<file path="src/rtl/instr_encoder.sv">
// MIPS instruction encoder: decoded op_t plus operand fields -> 32-bit instruction word,
// registered behind a single valid/ready stage with a saturating count of unencodable ops.

package instr_encoder_pkg;

    typedef enum logic [5:0] {
        OP_NOP, OP_SLL, OP_SRL, OP_SRA, OP_SLLV, OP_SRLV, OP_SRAV,
        OP_JR, OP_JALR, OP_SYSCALL, OP_BREAK,
        OP_MFHI, OP_MTHI, OP_MFLO, OP_MTLO,
        OP_MULT, OP_MULTU, OP_DIV, OP_DIVU,
        OP_ADD, OP_ADDU, OP_SUB, OP_SUBU, OP_AND, OP_OR, OP_XOR, OP_NOR,
        OP_SLT, OP_SLTU,
        OP_BLTZ, OP_BGEZ, OP_BLTZAL, OP_BGEZAL,
        OP_J, OP_JAL,
        OP_BEQ, OP_BNE, OP_BLEZ, OP_BGTZ,
        OP_ADDI, OP_ADDIU, OP_SLTI, OP_SLTIU, OP_ANDI, OP_ORI, OP_XORI, OP_LUI,
        OP_LB, OP_LH, OP_LW, OP_LBU, OP_LHU, OP_SB, OP_SH, OP_SW,
        OP_MFC0, OP_MTC0, OP_ERET,
        OP_MUL, OP_DECODE_ERROR
    } op_t;

    localparam logic [5:0] OPC_SPECIAL = 6'h00, OPC_REGIMM = 6'h01, OPC_J     = 6'h02,
                           OPC_JAL     = 6'h03, OPC_BEQ    = 6'h04, OPC_BNE   = 6'h05,
                           OPC_BLEZ    = 6'h06, OPC_BGTZ   = 6'h07, OPC_ADDI  = 6'h08,
                           OPC_ADDIU   = 6'h09, OPC_SLTI   = 6'h0a, OPC_SLTIU = 6'h0b,
                           OPC_ANDI    = 6'h0c, OPC_ORI    = 6'h0d, OPC_XORI  = 6'h0e,
                           OPC_LUI     = 6'h0f, OPC_COP0   = 6'h10, OPC_LB    = 6'h20,
                           OPC_LH      = 6'h21, OPC_LW     = 6'h23, OPC_LBU   = 6'h24,
                           OPC_LHU     = 6'h25, OPC_SB     = 6'h28, OPC_SH    = 6'h29,
                           OPC_SW      = 6'h2b;

    localparam logic [5:0] FN_SLL  = 6'h00, FN_SRL   = 6'h02, FN_SRA   = 6'h03, FN_SLLV  = 6'h04,
                           FN_SRLV = 6'h06, FN_SRAV  = 6'h07, FN_JR    = 6'h08, FN_JALR  = 6'h09,
                           FN_SYSCALL = 6'h0c, FN_BREAK = 6'h0d,
                           FN_MFHI = 6'h10, FN_MTHI  = 6'h11, FN_MFLO  = 6'h12, FN_MTLO  = 6'h13,
                           FN_MULT = 6'h18, FN_MULTU = 6'h19, FN_DIV   = 6'h1a, FN_DIVU  = 6'h1b,
                           FN_ADD  = 6'h20, FN_ADDU  = 6'h21, FN_SUB   = 6'h22, FN_SUBU  = 6'h23,
                           FN_AND  = 6'h24, FN_OR    = 6'h25, FN_XOR   = 6'h26, FN_NOR   = 6'h27,
                           FN_SLT  = 6'h2a, FN_SLTU  = 6'h2b, FN_ERET  = 6'h18;

    localparam logic [4:0] RT_BLTZ = 5'h00, RT_BGEZ = 5'h01, RT_BLTZAL = 5'h10, RT_BGEZAL = 5'h11;
    localparam logic [4:0] RS_MF = 5'h00, RS_MT = 5'h04;

endpackage

module instr_encoder
    import instr_encoder_pkg::*;
#(
    parameter int CNT_W = 16
) (
    input  logic             clk,
    input  logic             reset,
    input  logic             in_valid,
    output logic             in_ready,
    input  op_t              in_op,
    input  logic [4:0]       in_rs,
    input  logic [4:0]       in_rt,
    input  logic [4:0]       in_rd,
    input  logic [4:0]       in_shamt,
    input  logic [15:0]      in_imm,
    input  logic [25:0]      in_target,
    output logic             out_valid,
    input  logic             out_ready,
    output logic [31:0]      out_instr,
    output logic             out_illegal,
    output logic [CNT_W-1:0] illegal_cnt
);

    localparam logic [4:0] Z5 = 5'd0;

    function automatic logic [31:0] r_word(input logic [4:0] rs, input logic [4:0] rt,
                                           input logic [4:0] rd, input logic [4:0] sh,
                                           input logic [5:0] fn);
        return {OPC_SPECIAL, rs, rt, rd, sh, fn};
    endfunction

    function automatic logic [31:0] i_word(input logic [5:0] opc, input logic [4:0] rs,
                                           input logic [4:0] rt, input logic [15:0] imm);
        return {opc, rs, rt, imm};
    endfunction

    logic [31:0] enc_instr;
    logic        enc_illegal;
    logic        accept;

    // NOTE: both outputs get a default before the case so no path leaves them unassigned (no latch).
    always_comb begin
        enc_instr   = '0;
        enc_illegal = 1'b0;
        case (in_op)
            OP_NOP:     enc_instr = '0;
            OP_SLL:     enc_instr = r_word(Z5, in_rt, in_rd, in_shamt, FN_SLL);
            OP_SRL:     enc_instr = r_word(Z5, in_rt, in_rd, in_shamt, FN_SRL);
            OP_SRA:     enc_instr = r_word(Z5, in_rt, in_rd, in_shamt, FN_SRA);
            OP_SLLV:    enc_instr = r_word(in_rs, in_rt, in_rd, Z5, FN_SLLV);
            OP_SRLV:    enc_instr = r_word(in_rs, in_rt, in_rd, Z5, FN_SRLV);
            OP_SRAV:    enc_instr = r_word(in_rs, in_rt, in_rd, Z5, FN_SRAV);
            OP_JR:      enc_instr = r_word(in_rs, Z5, Z5, Z5, FN_JR);
            OP_JALR:    enc_instr = r_word(in_rs, Z5, in_rd, Z5, FN_JALR);
            OP_SYSCALL: enc_instr = r_word(Z5, Z5, Z5, Z5, FN_SYSCALL);
            OP_BREAK:   enc_instr = r_word(Z5, Z5, Z5, Z5, FN_BREAK);
            OP_MFHI:    enc_instr = r_word(Z5, Z5, in_rd, Z5, FN_MFHI);
            OP_MFLO:    enc_instr = r_word(Z5, Z5, in_rd, Z5, FN_MFLO);
            OP_MTHI:    enc_instr = r_word(in_rs, Z5, Z5, Z5, FN_MTHI);
            OP_MTLO:    enc_instr = r_word(in_rs, Z5, Z5, Z5, FN_MTLO);
            OP_MULT:    enc_instr = r_word(in_rs, in_rt, Z5, Z5, FN_MULT);
            OP_MULTU:   enc_instr = r_word(in_rs, in_rt, Z5, Z5, FN_MULTU);
            OP_DIV:     enc_instr = r_word(in_rs, in_rt, Z5, Z5, FN_DIV);
            OP_DIVU:    enc_instr = r_word(in_rs, in_rt, Z5, Z5, FN_DIVU);
            OP_ADD:     enc_instr = r_word(in_rs, in_rt, in_rd, Z5, FN_ADD);
            OP_ADDU:    enc_instr = r_word(in_rs, in_rt, in_rd, Z5, FN_ADDU);
            OP_SUB:     enc_instr = r_word(in_rs, in_rt, in_rd, Z5, FN_SUB);
            OP_SUBU:    enc_instr = r_word(in_rs, in_rt, in_rd, Z5, FN_SUBU);
            OP_AND:     enc_instr = r_word(in_rs, in_rt, in_rd, Z5, FN_AND);
            OP_OR:      enc_instr = r_word(in_rs, in_rt, in_rd, Z5, FN_OR);
            OP_XOR:     enc_instr = r_word(in_rs, in_rt, in_rd, Z5, FN_XOR);
            OP_NOR:     enc_instr = r_word(in_rs, in_rt, in_rd, Z5, FN_NOR);
            OP_SLT:     enc_instr = r_word(in_rs, in_rt, in_rd, Z5, FN_SLT);
            OP_SLTU:    enc_instr = r_word(in_rs, in_rt, in_rd, Z5, FN_SLTU);
            // REGIMM variants are selected by the rt field, so rt is never taken from the input
            OP_BLTZ:    enc_instr = i_word(OPC_REGIMM, in_rs, RT_BLTZ, in_imm);
            OP_BGEZ:    enc_instr = i_word(OPC_REGIMM, in_rs, RT_BGEZ, in_imm);
            OP_BLTZAL:  enc_instr = i_word(OPC_REGIMM, in_rs, RT_BLTZAL, in_imm);
            OP_BGEZAL:  enc_instr = i_word(OPC_REGIMM, in_rs, RT_BGEZAL, in_imm);
            OP_J:       enc_instr = {OPC_J, in_target};
            OP_JAL:     enc_instr = {OPC_JAL, in_target};
            OP_BEQ:     enc_instr = i_word(OPC_BEQ, in_rs, in_rt, in_imm);
            OP_BNE:     enc_instr = i_word(OPC_BNE, in_rs, in_rt, in_imm);
            OP_BLEZ:    enc_instr = i_word(OPC_BLEZ, in_rs, Z5, in_imm);
            OP_BGTZ:    enc_instr = i_word(OPC_BGTZ, in_rs, Z5, in_imm);
            OP_ADDI:    enc_instr = i_word(OPC_ADDI, in_rs, in_rt, in_imm);
            OP_ADDIU:   enc_instr = i_word(OPC_ADDIU, in_rs, in_rt, in_imm);
            OP_SLTI:    enc_instr = i_word(OPC_SLTI, in_rs, in_rt, in_imm);
            OP_SLTIU:   enc_instr = i_word(OPC_SLTIU, in_rs, in_rt, in_imm);
            OP_ANDI:    enc_instr = i_word(OPC_ANDI, in_rs, in_rt, in_imm);
            OP_ORI:     enc_instr = i_word(OPC_ORI, in_rs, in_rt, in_imm);
            OP_XORI:    enc_instr = i_word(OPC_XORI, in_rs, in_rt, in_imm);
            OP_LUI:     enc_instr = i_word(OPC_LUI, Z5, in_rt, in_imm);
            OP_LB:      enc_instr = i_word(OPC_LB, in_rs, in_rt, in_imm);
            OP_LH:      enc_instr = i_word(OPC_LH, in_rs, in_rt, in_imm);
            OP_LW:      enc_instr = i_word(OPC_LW, in_rs, in_rt, in_imm);
            OP_LBU:     enc_instr = i_word(OPC_LBU, in_rs, in_rt, in_imm);
            OP_LHU:     enc_instr = i_word(OPC_LHU, in_rs, in_rt, in_imm);
            OP_SB:      enc_instr = i_word(OPC_SB, in_rs, in_rt, in_imm);
            OP_SH:      enc_instr = i_word(OPC_SH, in_rs, in_rt, in_imm);
            OP_SW:      enc_instr = i_word(OPC_SW, in_rs, in_rt, in_imm);
            OP_MFC0:    enc_instr = {OPC_COP0, RS_MF, in_rt, in_rd, 11'b0};
            OP_MTC0:    enc_instr = {OPC_COP0, RS_MT, in_rt, in_rd, 11'b0};
            OP_ERET:    enc_instr = 32'h4200_0018;
            default:    enc_illegal = 1'b1;
        endcase
    end

    assign in_ready = !out_valid || out_ready;
    assign accept   = in_valid && in_ready;

    // NOTE: sequential state uses non-blocking assignments so every register samples pre-edge values.
    always_ff @(posedge clk) begin
        if (reset) begin
            out_valid   <= 1'b0;
            out_instr   <= '0;
            out_illegal <= 1'b0;
            illegal_cnt <= '0;
        end else if (accept) begin
            out_valid   <= 1'b1;
            out_instr   <= enc_instr;
            out_illegal <= enc_illegal;
            if (enc_illegal && illegal_cnt != '1)
                illegal_cnt <= illegal_cnt + 1'b1;
        end else if (out_ready) begin
            out_valid <= 1'b0;
        end
    end

endmodule

</file>
<file path="config.mk">
export PLATFORM = sky130hd
export DESIGN_NAME = instr_encoder
export DESIGN_NICKNAME = d
export VERILOG_FILES = /design/src/rtl/instr_encoder.sv
export SDC_FILE = /design/constraint.sdc
export NUM_CORES = 1
export LEC_CHECK = 0
export ABC_AREA = 1
export BUFFER_PORTS_ARGS = -buffer_cell sky130_fd_sc_hd__buf_2
export CORE_MARGIN = 2
export CORE_UTILIZATION = 35
export DETAILED_ROUTE_END_ITERATION = 6
export GPL_ROUTABILITY_DRIVEN = 0
export HOLD_SLACK_MARGIN = 0.02
export PLACE_DENSITY = 0.61
export SLEW_MARGIN = 0
export SYNTH_ARGS = -nofsm -noshare
export SYNTH_HDL_FRONTEND = slang
export SYNTH_SLANG_ARGS = --single-unit
export TNS_END_PERCENT = 5
</file>
<file path="constraint.sdc">
create_clock -name clk -period 2.9 [get_ports clk]
set_input_delay 0.29 -clock clk [delete_from_list [all_inputs] [get_ports clk]]
set_output_delay 0.29 -clock clk [all_outputs]
set_load 0.02 [all_outputs]
</file>
==> summary.txt <==
Timing
  • Maximum clock frequency: 423 MHz
  • Worst slew margin: 0.379
  • Finish-stage setup viols: 0
  • Final Skew: 11.9 ps
  • Worst-Margin Slew: 928 ps
  • Crit path time final: 2370 ps
  • Max-slew violation count: 0
  • Final period util: 0.816
  • Final hold viol count: 0
  • RSZ-0062 raised after global routing: no

Logic synthesis
  • Predominant post-synthesis flop cell: dfxtp_1
  • Cell area after synthesis: 0.00630 sq mm
  • Sequential area share after synthesis: 0.159
  • Count leader, synth: nand2_1
  • Post-Synthesis Cells: between 1000 and 1500
  • Cell variety after synth: 30
  • Top-area cell type share of the netlist area: 0.281
  • #FFs+latches synth: 50
  • Ranking of synthesized cells by area: nand2_1, nand3_1, dfxtp_1
  • Commonest cells post-synth: nand2_1, nand3_1, nor2_1
  • Fraction of registers with async set/reset: 0
  • Number of flops mapped to enable cells by yosys: 0
  • Post-Synthesis Net Count: 1362
  • Synth area leader: nand2_1
  • Synthesis Warnings: 0
  • Post-Syn Area per Cell: 4.89 sq um

Place
  • Placed inst area: 0.00717 sq mm
  • DPL Wire Length: 17900 microns
  • Port Buf Inserts: 122

Clock network
  • CTS HTree Levels: 2
  • Clk pin slew, worst setup/hold paths: 80 ps
  • Cts bufs inserted: 5
  • CTS max path bufs: 2
  • CTS tree: built
  • Clk sink count: 50
  • CTS root buf: clkbuf_16
  • Worst skew pair latency: 300 ps
  • Cts hold-fix bufs: 0

Floorplanning
  • Die width: 138 microns
  • Row count: 49
  • Initial core utilization: 0.353
  • Die area: ~0.019 sq mm
  • Ports: about 120
  • Core area: 0.0178 sq mm
  • Die height: approximately 140 microns

Worst setup path
  • Crit path DAT: 2610 ps
  • Max stage delay on crit path: about 420 ps
  • Crit-path most repeated cell: nand2_1
  • Worst-path cell chain: buf_2 -> nand2_1 -> inv_1 -> nand2_1 -> nand2_1 -> nand2_1 -> nand2_1 -> nor2_1 -> nand2_1 -> nor2_4 -> nand3_1 -> nand2_1 -> inv_1 -> nor2_1
  • CP max FO: 23
  • CP top delay family: simple AND/OR/NAND/NOR gates
  • Type of the worst setup path: input port to register
  • Critical Path RT: 3140 ps
  • Nature of the critical path startpoint: input port
  • Setup crit end kind: register
  • CP Buf/Inv Count: 3
  • CP max stage cell: nor2_4

Cells and area
  • Nets@finish: 1450
  • Design area: 0.00732 sq mm
  • Area grow syn2layout: 16.2%
  • Ratio of cells with drive above 1 in the final layout: 0.135
  • Fill cell count: a little over 2000
  • Area of the multi-input gates: 0.00468 sq mm
  • Register area: about 0.0010 sq mm
  • N_diodes: 0

Global route
  • Via count of the first global-routing pass: 7747
  • Largest net degree at the start of global routing: approximately 70
  • GRT Resource Usage Total: 0.251
  • Total gr overflow: 0
  • First-pass GRT wire length: 39800 microns
  • Initial antenna violation count: 0

Power and ir drop
  • Leakage: 0.00413 uW
  • Peak VDD IR: 0.268 mV
  • Total Power: around 2100 uW
  • Pwr dens: 286 mW/mm^2

Route
  • Final wirelength: 24700 microns
  • Routed via count: 8697
  • DR iter-0 viols: 910
  • Remaining DRCs: 0
  • Drt pass-1 iters: 6
  • Drt wl/cell: ~15 microns
  • Detail Route Antenna Nets: 0
  • Post-DR vias/cell: 5.41

Flow run
  • Number of max-cap violations: 0

Min path
  • HP Class: input port to register

Status
  • Status: complete, no violations
worst reg2reg max path, cell delays in order (launching register included):
cell     delay, ps
dfxtp_1        380
ha_1           200
nand2_1        110
nor2_1         230
nand2_1        100
nor3_1         250
nand3_1        200
nand3_1        330
nand2_1        110
inv_1           70
nor2_1          40
final timing paths:
check / cells after the start / from / end / slack [ps]
min: 3 / in_valid / out_valid / 270
min reg2reg: 2 / out_instr[25] / out_instr[25] / 460
max reg2reg: 10 / illegal_cnt[0] / illegal_cnt[2] / 780
max: 14 / in_op[1] / illegal_cnt[2] / 530
power by group:
part	switching, uW	total (uW)	internal (uW)
sequential	27.9	754	726
clock	281	605	323
combinational	525	737	211
total	835	2100	1260
placed cells by master (no fill, tap or decap), types with 3 or more instances in the layout:
master,Yosys,layout
nand4_1,46,46
dfxtp_1,50,50
inv_1,80,80
o21ai_0,11,11
clkbuf_16,0,5
nand3_1,259,259
or2_2,7,7
nor2_2,5,4
a21oi_1,41,40
nand2_1,472,472
nor2_4,0,3
buf_4,1,37
nor3_1,5,5
buf_2,26,122
nor2_1,213,211
routing by layer:
| metal | part of all wire | GRT usage |
|---|---|---|
| met2 | 0.44 | 0.383 |
| met3 | 0.096 | 0.0419 |
| met4 | 0.034 | 0.107 |
| met1 | 0.43 | 0.349 |
| met5 | 0 | 0 |
logic make-up after synthesis:
kind of cell,Yosys count,synth area share
compound gates,62,0.0526
xor+xnor,3,0.00417
fa+ha+maj,1,0.00199
buf+inv,161,0.102
flops,50,0.159
simple gates,1012,0.681
flip-flops by register name, summed over array words and instances, names as in the netlist:
| register | count |
|---|---|
| illegal_cnt | 16 |
| out_instr | 32 |
| out_illegal | 1 |
| out_valid | 1 |
through the flow:
stage	hold WS [ps]	TNS (ps)	cells	setup slack (ps)	util
after floorplan	445	0	1289	1000	-
after global placement	451	0	1599	46.8	0.402
after detailed placement	453	-74.6	1599	-19.3	0.402
after CTS	269	0	1607	294	0.410
after global routing	264	0	1607	207	0.410
final	272	0	1607	535	0.410
layout make-up:
type	instances	share of cell area
Timing Repair Buffer	159	0.121
Clock buffer	5	0.0171
Inverter	83	0.0426
Multi-Input combinational cell	1078	0.640
Tap cell	229	0.0391
Sequential cell	50	0.137
Clock inverter	3	0.00325
what timing repair did:
item	CTS	global route
setup endpoints to repair	0	7
setup buffers	0	0
gates resized for setup	0	1
Power figures use the tool's default switching activity.
